`src/rtl/reg_commit_queue.sv`:
```
// Commit-to-RegisterFile write sequencer: buffers committed {rd, value, rob_id}
// results and drains them in order, one per cycle, onto the RF write port.
// Latency: an entry pushed at edge N reaches set_* during the cycle before edge N+1.
// Backpressure: commit_ready drops when the queue is full or rdy_in is low.
// Draining pauses while rob_clear or !rdy_in.
//
// Ports:
//   clk_in, rst_in (sync, active-low), rdy_in (global freeze), rob_clear (flush)
//   commit_valid/commit_reg_id/commit_val/commit_rob_id -> commit_ready
//   set_reg_id/set_val/set_reg_on_rob_id : RF write port (reg id 0 = no write)
//   fwd_id1/fwd_id2 -> fwd_hit1/fwd_hit2, fwd_val1/fwd_val2 : youngest pending value
//   empty, count : occupancy
module reg_commit_queue #(
  parameter int DEPTH = 4,
  parameter int ROB_W = 4,
  parameter int CNT_W = 3
) (
  input  logic             clk_in,
  input  logic             rst_in,
  input  logic             rdy_in,
  input  logic             rob_clear,
  input  logic             commit_valid,
  input  logic [4:0]       commit_reg_id,
  input  logic [31:0]      commit_val,
  input  logic [ROB_W-1:0] commit_rob_id,
  output logic             commit_ready,
  output logic [4:0]       set_reg_id,
  output logic [31:0]      set_val,
  output logic [ROB_W-1:0] set_reg_on_rob_id,
  input  logic [4:0]       fwd_id1,
  input  logic [4:0]       fwd_id2,
  output logic             fwd_hit1,
  output logic             fwd_hit2,
  output logic [31:0]      fwd_val1,
  output logic [31:0]      fwd_val2,
  output logic             empty,
  output logic [CNT_W-1:0] count
);

  localparam int PTR_W = $clog2(DEPTH);

  logic [4:0]       reg_id_q [DEPTH];
  logic [31:0]      val_q    [DEPTH];
  logic [ROB_W-1:0] rob_q    [DEPTH];

  logic [PTR_W-1:0] head_q, head_d;
  logic [PTR_W-1:0] tail_q, tail_d;
  logic [CNT_W-1:0] count_q, count_d;

  logic push;
  logic drain;

  // Readiness ignores a same-cycle drain, so a full queue never accepts.
  assign commit_ready = rst_in && rdy_in && (count_q < CNT_W'(DEPTH));
  // rd==0 commits are accepted (handshake completes) but have nothing to write.
  assign push  = commit_valid && commit_ready && (commit_reg_id != 5'd0);
  assign drain = rst_in && rdy_in && !rob_clear && (count_q != '0);

  assign set_reg_id        = drain ? reg_id_q[head_q] : 5'd0;
  assign set_val           = drain ? val_q[head_q]    : 32'd0;
  assign set_reg_on_rob_id = drain ? rob_q[head_q]    : '0;

  assign empty = (count_q == '0);
  assign count = count_q;

  always_comb begin
    head_d  = head_q;
    tail_d  = tail_q;
    count_d = count_q;
    if (push)  tail_d = tail_q + 1'b1;
    if (drain) head_d = head_q + 1'b1;
    if (push && !drain)      count_d = count_q + 1'b1;
    else if (!push && drain) count_d = count_q - 1'b1;
  end

  always_ff @(posedge clk_in) begin
    if (!rst_in) begin
      head_q  <= '0;
      tail_q  <= '0;
      count_q <= '0;
    end else begin
      head_q  <= head_d;
      tail_q  <= tail_d;
      count_q <= count_d;
    end
  end

  // Payload storage needs no reset: only slots inside head..tail-1 are ever read.
  always_ff @(posedge clk_in) begin
    if (push) begin
      reg_id_q[tail_q] <= commit_reg_id;
      val_q[tail_q]    <= commit_val;
      rob_q[tail_q]    <= commit_rob_id;
    end
  end

  // Walk held entries oldest to youngest; later matches overwrite earlier
  // ones so the youngest wins, and indexing from head keeps that true across
  // the pointer wrap. The slot being drained this cycle is still included.
  always_comb begin
    fwd_hit1 = 1'b0;
    fwd_val1 = 32'd0;
    fwd_hit2 = 1'b0;
    fwd_val2 = 32'd0;
    for (int i = 0; i < DEPTH; i++) begin
      if (rst_in && (i < int'(count_q))) begin
        if ((fwd_id1 != 5'd0) && (reg_id_q[head_q + PTR_W'(i)] == fwd_id1)) begin
          fwd_hit1 = 1'b1;
          fwd_val1 = val_q[head_q + PTR_W'(i)];
        end
        if ((fwd_id2 != 5'd0) && (reg_id_q[head_q + PTR_W'(i)] == fwd_id2)) begin
          fwd_hit2 = 1'b1;
          fwd_val2 = val_q[head_q + PTR_W'(i)];
        end
      end
    end
  end

endmodule

```
`config.mk`:
```
export PLATFORM = sky130hd
export DESIGN_NAME = reg_commit_queue
export DESIGN_NICKNAME = d
export VERILOG_FILES = /design/src/rtl/reg_commit_queue.sv
export SDC_FILE = /design/constraint.sdc
export NUM_CORES = 1
export LEC_CHECK = 0
export CAP_MARGIN = 15
export CELL_PAD_IN_SITES_DETAIL_PLACEMENT = 1
export CELL_PAD_IN_SITES_GLOBAL_PLACEMENT = 2
export CORE_AREA = 5 5 229 175
export CTS_CLUSTER_SIZE = 8
export DETAILED_ROUTE_END_ITERATION = 6
export DIE_AREA = 0 0 234 180
export PLACE_DENSITY_LB_ADDON = 0.1
export REMOVE_ABC_BUFFERS = 1
export SLEW_MARGIN = 20
export SYNTH_ARGS = -nofsm -noshare
export SYNTH_HDL_FRONTEND = slang
export SYNTH_SLANG_ARGS = --single-unit
export TNS_END_PERCENT = 1
```
`constraint.sdc`:
```
create_clock -name clk_in -period 3.1 [get_ports clk_in]
set_clock_uncertainty 0.1 [all_clocks]
set_input_delay 0.62 -clock clk_in [delete_from_list [all_inputs] [get_ports clk_in]]
set_output_delay 0.62 -clock clk_in [all_outputs]
set_load 0.01 [all_outputs]
```
# Yosys cells after proc, flatten, opt, wreduce, memory -nomap -nowiden
# Memory sizes are Yosys's and may differ from the RTL's. A register that Yosys moved wholly into a read port is not among the register bits.
# Index checks and enable logic that the tools add are counted.
# W data, S select, Z words.
[totals] ramBits=164 inputBits=56 n_memories=3 output_inout_bits=112 ff_bits=7 word_cells=99
[op_classes] n_reduce_logical=29 order_cmp=5 n_mux=45 addsub=6 eq_ne=8
[mem_list] name="val_q" words=4 word_bits=32 read_ports=4 rd_clocked_by_memory_dff=1 wr=1 line_no="43" text="logic [31:0] val_q [DEPTH];"
[mem_list] name="reg_id_q" words=4 word_bits=5 read_ports=4 rd_clocked_by_memory_dff=1 wr=1 line_no="42" text="logic [4:0] reg_id_q [DEPTH];"
[mem_list] name="rob_q" words=4 word_bits=4 read_ports=1 rd_clocked_by_memory_dff=1 wr=1 line_no="44" text="logic [ROB_W-1:0] rob_q [DEPTH];"
[op_table] cell="$mux W32" n=17
[op_table] cell="$eq A5 B5 Y1" n=8
[op_table] cell="$logic_and A1 B1 Y1" n=20
[op_table] cell="$mux W1" n=18
[op_table] cell="$reduce_bool A5 Y1" n=3
[op_table] cell="$mux W2" n=6
[op_table] cell="$lt A1 B3 Y1 const A" n=2
[op_table] cell="$lt A2 B3 Y1 const A" n=2
[op_table] cell="$mux W3" n=2
[op_table] cell="$mux W5" n=1
[op_table] cell="$add A2 B1 Y2 const B" n=2
[op_table] cell="$add A2 B2 Y2 const B" n=2
[op_table] cell="$mux W4" n=1
[op_table] cell="$add A3 B1 Y3 const B" n=1
[op_table] cell="$logic_not A1 Y1" n=3
[op_table] cell="$logic_not A3 Y1" n=1
[op_table] cell="$lt A3 B3 Y1 const B" n=1
[op_table] cell="$reduce_bool A3 Y1" n=1
[op_table] cell="$sub A3 B1 Y3 const B" n=1
[op_table] cell="$reduce_bool A2 Y1" n=1

# Depth between registers and ports, before layout
[logic_depth] ltp_word=10 ltp_mapped=12 ltp_nobuf=9

# Worst setup path after synthesis
# Ideal clock, no wire load.
[synth_timing] path_kind="in2out" from="input port fwd_id2[1]" to="output port fwd_val2[14]" path_stages=9 t_arrival_ns=2.659 n_path_buf=2 required_ns=2.380 path_slack_ns=-0.279 path_cell_list="buf_2 or4_1 nor2_2 a211oi_1 nand3_2 clkbuf_1 a2111oi_2 a311oi_1 o31ai_1"
[synth_via] elab_chain_cells=10 elab_cells_between_ends=17 cone_classes="eq/ne: 4; mux: 8; reduce/logical: 5"
[synth_rtl] element="start: declaration" line_no="31" text="input logic [4:0] fwd_id2,"
[synth_rtl] element="$eq A5 B5 Y1 / $reduce_bool A5 Y1 (equally long branches)" line_no="111" text="if ((fwd_id2 != 5'd0) && (reg_id_q[head_q + PTR_W'(i)] == fwd_id2)) begin"
[synth_rtl] element="$logic_and A1 B1 Y1" line_no="111"
[synth_rtl] element="$mux W32" line_no="111"
[synth_rtl] element="$mux W32" line_no="106" text="if (rst_in && (i < int'(count_q))) begin"
[synth_rtl] element="$mux W32" line_no="111"
[synth_rtl] element="$mux W32" line_no="106"
[synth_rtl] element="$mux W32" line_no="111"
[synth_rtl] element="$mux W32" line_no="106"
[synth_rtl] element="$mux W32" line_no="111"
[synth_rtl] element="$mux W32 (*)" line_no="106"
[synth_rtl] element="end: declaration" line_no="35" text="output logic [31:0] fwd_val2,"
# Every way passes the cells marked *; elsewhere a longest branch is shown, timed or not.

# Worst setup path after layout
[layout_timing] from="register head_q[0]" to="output port fwd_val2[24]"
[layout_via] elab_chain_cells=10 elab_cells_between_ends=17 cone_classes="add/sub: 3; eq/ne: 3; mux: 6; reduce/logical: 3; memory: 2"
[layout_rtl] element="start: declaration" line_no="46" text="logic [PTR_W-1:0] head_q, head_d;"
[layout_rtl] element="start signal: assignment" line_no="78" text="head_q <= '0;"
[layout_rtl] element="start signal: assignment" line_no="82" text="head_q <= head_d;"
[layout_rtl] element="$add A2 B1 Y2" line_no="111, 113"
[layout_rtl] element="$mem_v2 Z4 W5"
[layout_rtl] element="$eq A5 B5 Y1" line_no="111"
[layout_rtl] element="$logic_and A1 B1 Y1" line_no="111"
[layout_rtl] element="$mux W32" line_no="111"
[layout_rtl] element="$mux W32" line_no="106"
[layout_rtl] element="$mux W32" line_no="111"
[layout_rtl] element="$mux W32" line_no="106"
[layout_rtl] element="$mux W32" line_no="111"
[layout_rtl] element="$mux W32 (*)" line_no="106"
# Marked as above.

==> run summary <==
outcome = complete, but fails checks
failing checks = setup timing
Max-Slew Margin vs Limit = 59.0%
final slew viol count = 0
share of the synthesized area in the top cell type = 39.0%
wire length per cell = 24.6 um
Final Setup Violations = 91
crit end category = output pin
Clock Root Buffer = clkbuf_16
worst setup path start = head_q[0]
Area Overhead vs Synth = 44.8%
most frequent cells in the layout = 193 x buf_4, 164 x edfxtp_1, 94 x nand2_1, 94 x mux4_2, 91 x mux2i_1
actual slew at the worst max-slew pin = 614 ps
vias in the first global route = 11.2k
Tmin final = 4110 ps
largest net degree at the start of global routing = 73
global-route wire length before repair = 71.6 mm
Hold WC Path Type = reg2reg
post-synthesis mux area share = 25.0%
Post-Synth XOR/XNOR Area = 2.92%
Vias/cell = 5.48
CTS clock-pin slew for the worst setup and hold paths = 80 ps
diode count = 0
Compound-Gate Fraction of Synth Area = 12.5%
simple-gate portion of the synthesized area = 13.1%
CP max stage cell = mux4_2
leak pwr = 6.39 nW
setup ws final = -1010 ps
clk buf depth = 2
drt total wl = 47.5 mm
Critical Path End = fwd_val2[24]
TritonCTS clock tree = built
worst skew pair latency = 450 ps
NumNets Final = 1466
WS Path Type = reg2out
Adder-Cell Fraction of Synth Area = 0.893%
reg2reg end = count[2]
Port-buffer cells = 167
Crit Path Max Fanout = 8
Syn Inst Count = 1043
Mapped Area = 12600 um^2
CP required = 2380 ps
synth unique cells = 57
CTS Sinks = 173
multi-input logic area = 7420 um^2
Antenna Nets Post-Route = 0
Avg Cell Area, Syn = 12.1 um^2
total CTS buffers = 17
most used cell, CP = buf_4
H-tree levels = 4
layout cells sized above 1 = 42.9%
WP buf/inv = 4
Post-synth top flop = edfxtp_1
Cell Rows = 62
grt ovf = 0
top post-synthesis cells by area = edfxtp_1 39%, mux4_2 17%, mux2i_1 7.3%, nand2_1 3.0%, and2_1 2.5%
Seq cells post-synth = 173
Reg area = 5120 um^2
Worst R2R Path Depth = 12
1st-iter DRT viols = 583
fmax = 243 MHz
flop2flop setup slack = 600 ps
placed instance area = 16500 um^2
placer's final routability congestion estimate = 0.837
largest family of logic cells by synthesized area = multiplexers
CP arrival = 3390 ps
critical path depth = 10
crit share post-route = 133%
antenna violations before repair = 1
Async SR Flop Fraction = 0%
RR Startpoint = count[0]
cell family with most CP delay = compound AO/OA/AOI/OAI gates
fillers = 3965
Power Density = 337 nW/um^2
total core area = 37700 um^2
Initial Util = 33.5%
Die X = 234 um
Ys Warns = 0
maxcap violations = 0
Worst path max stage delay = 590 ps
CP Launch Type = flip-flop
commonest non-fill, non-tap cell in the layout = buf_4
sequential fraction of the synthesis area = 40.5%
GRT Total Usage = 22.3%
die area = 42100 um^2
Die H = 180 um
Pre-Repair DR Iteration Count = 5
Final Cell Area = 18300 um^2
DRC = 0
num ports = 168
power after layout = 6.16 mW
post-synthesis cell type with the largest combined area = edfxtp_1
RSZ-0062 raised after global routing = true
Cell Chain, Critical Path = mux4_2 -> xor2_2 -> a211o_4 -> or2_4 -> buf_12 -> buf_4 -> buf_4 -> a311oi_4 -> o31ai_4 -> buf_2
fin util = 48.4%
post-detail-place hpwl = 31.2 mm
EDFF count, synth = 164
VDD IR-drop max = 0.410 mV
via count = 10.6k
Final Hold Viols = 0
[timing repair]
action                     in CTS  in global routing
setup endpoints to repair     107                 99
setup buffers                  51                  1
pin swaps                      73                 31
gates cloned                    8                  0
gates resized for setup       448                 43
hold buffers                    0                  0
[metal layers]
| metal | share of wire, % | GRT usage, % | up-vias |
|---|---|---|---|
| met2 | 48 | 36.4 | 220 |
| met4 | 1.3 | 4.09 | 2 |
| li1 | - | - | 4782 |
| met1 | 47 | 32.0 | 5504 |
| met5 | 0.027 | 0 | - |
| met3 | 3.7 | 3.31 | 44 |
[Yosys cell counts, drive strengths merged (5+ instances only)]
library cell / number
a2111oi: 24
a21o: 32
a21oi: 26
a311oi: 30
a31oi: 31
and2: 51
buf: 64
clkbuf: 41
dfxtp: 9
edfxtp: 164
ha: 9
inv: 14
mux2: 10
mux2i: 92
mux4: 94
nand2: 101
nand3b: 31
nand4: 7
nor2: 67
nor2b: 28
nor3: 8
o31ai: 32
or4: 5
xnor2: 24
xor2: 18
[worst min path at each step]
stage                     slack (ps)        end  cells after the start  startpoint
after floorplan                  430  tail_q[1]                      2   tail_q[1]
after global placement           460  tail_q[1]                      2   tail_q[1]
after detailed placement         460  tail_q[1]                      2   tail_q[1]
after CTS                        470  tail_q[1]                      2   tail_q[1]
after global routing             530  tail_q[1]                      2   tail_q[1]
final                            500  tail_q[1]                      2   tail_q[1]
[through the flow]
stage,instances,setup slack [ps],hold WS [ps],setup TNS (ps)
floorplan,938,-8450,428,-575920
global placement,1841,-1290,459,-87210
detailed placement,1841,-1300,461,-89160
CTS,1927,-985,472,-63240
global route,1926,-1130,535,-73800
finish,1926,-1010,496,-61320
[power by group]
part / switching, mW / total (mW) / internal (mW)
clock: 0.995 / 2.69 / 1.69
sequential: 0.0240 / 2.61 / 2.59
combinational: 0.410 / 0.858 / 0.448
total: 1.43 / 6.16 / 4.73
[kinds of logic (layout without fill, tap and decap cells)]
kind of cell / count (synthesis) / count (layout)
adder cells (fa/ha/maj): 9 / 9
XOR/XNOR: 42 / 42
flip-flops: 173 / 173
AO/OA/AOI/OAI: 191 / 191
multiplexers: 196 / 196
buffers and inverters: 119 / 490
AND/OR/NAND/NOR: 313 / 313
[worst reg2reg max path, stage by stage, from the launching register on]
cell	delay, ps
dfxtp_2	340
buf_6	120
inv_1	60
ha_1	180
nor2b_1	150
nor3_2	200
buf_6	250
buf_4	160
inv_1	40
ha_1	190
mux2i_1	140
or3_1	310
a21boi_0	180
[state kept, by name, indices dropped and copies added (netlist names), named ones only]
register and flops:
reg_id_q 20, rob_q 16, head_q 2, count 3, val_q 128, tail_q 2
[final cells by class]
class	instances	area share, %
multi-input combinational	751	40.6
clock inverter	15	1.67
tap	512	3.51
timing repair buffer	444	23.6
inverter	14	0.288
clock buffer	17	2.33
sequential	173	28.0
No activity file was read; power rests on OpenSTA's default activity.
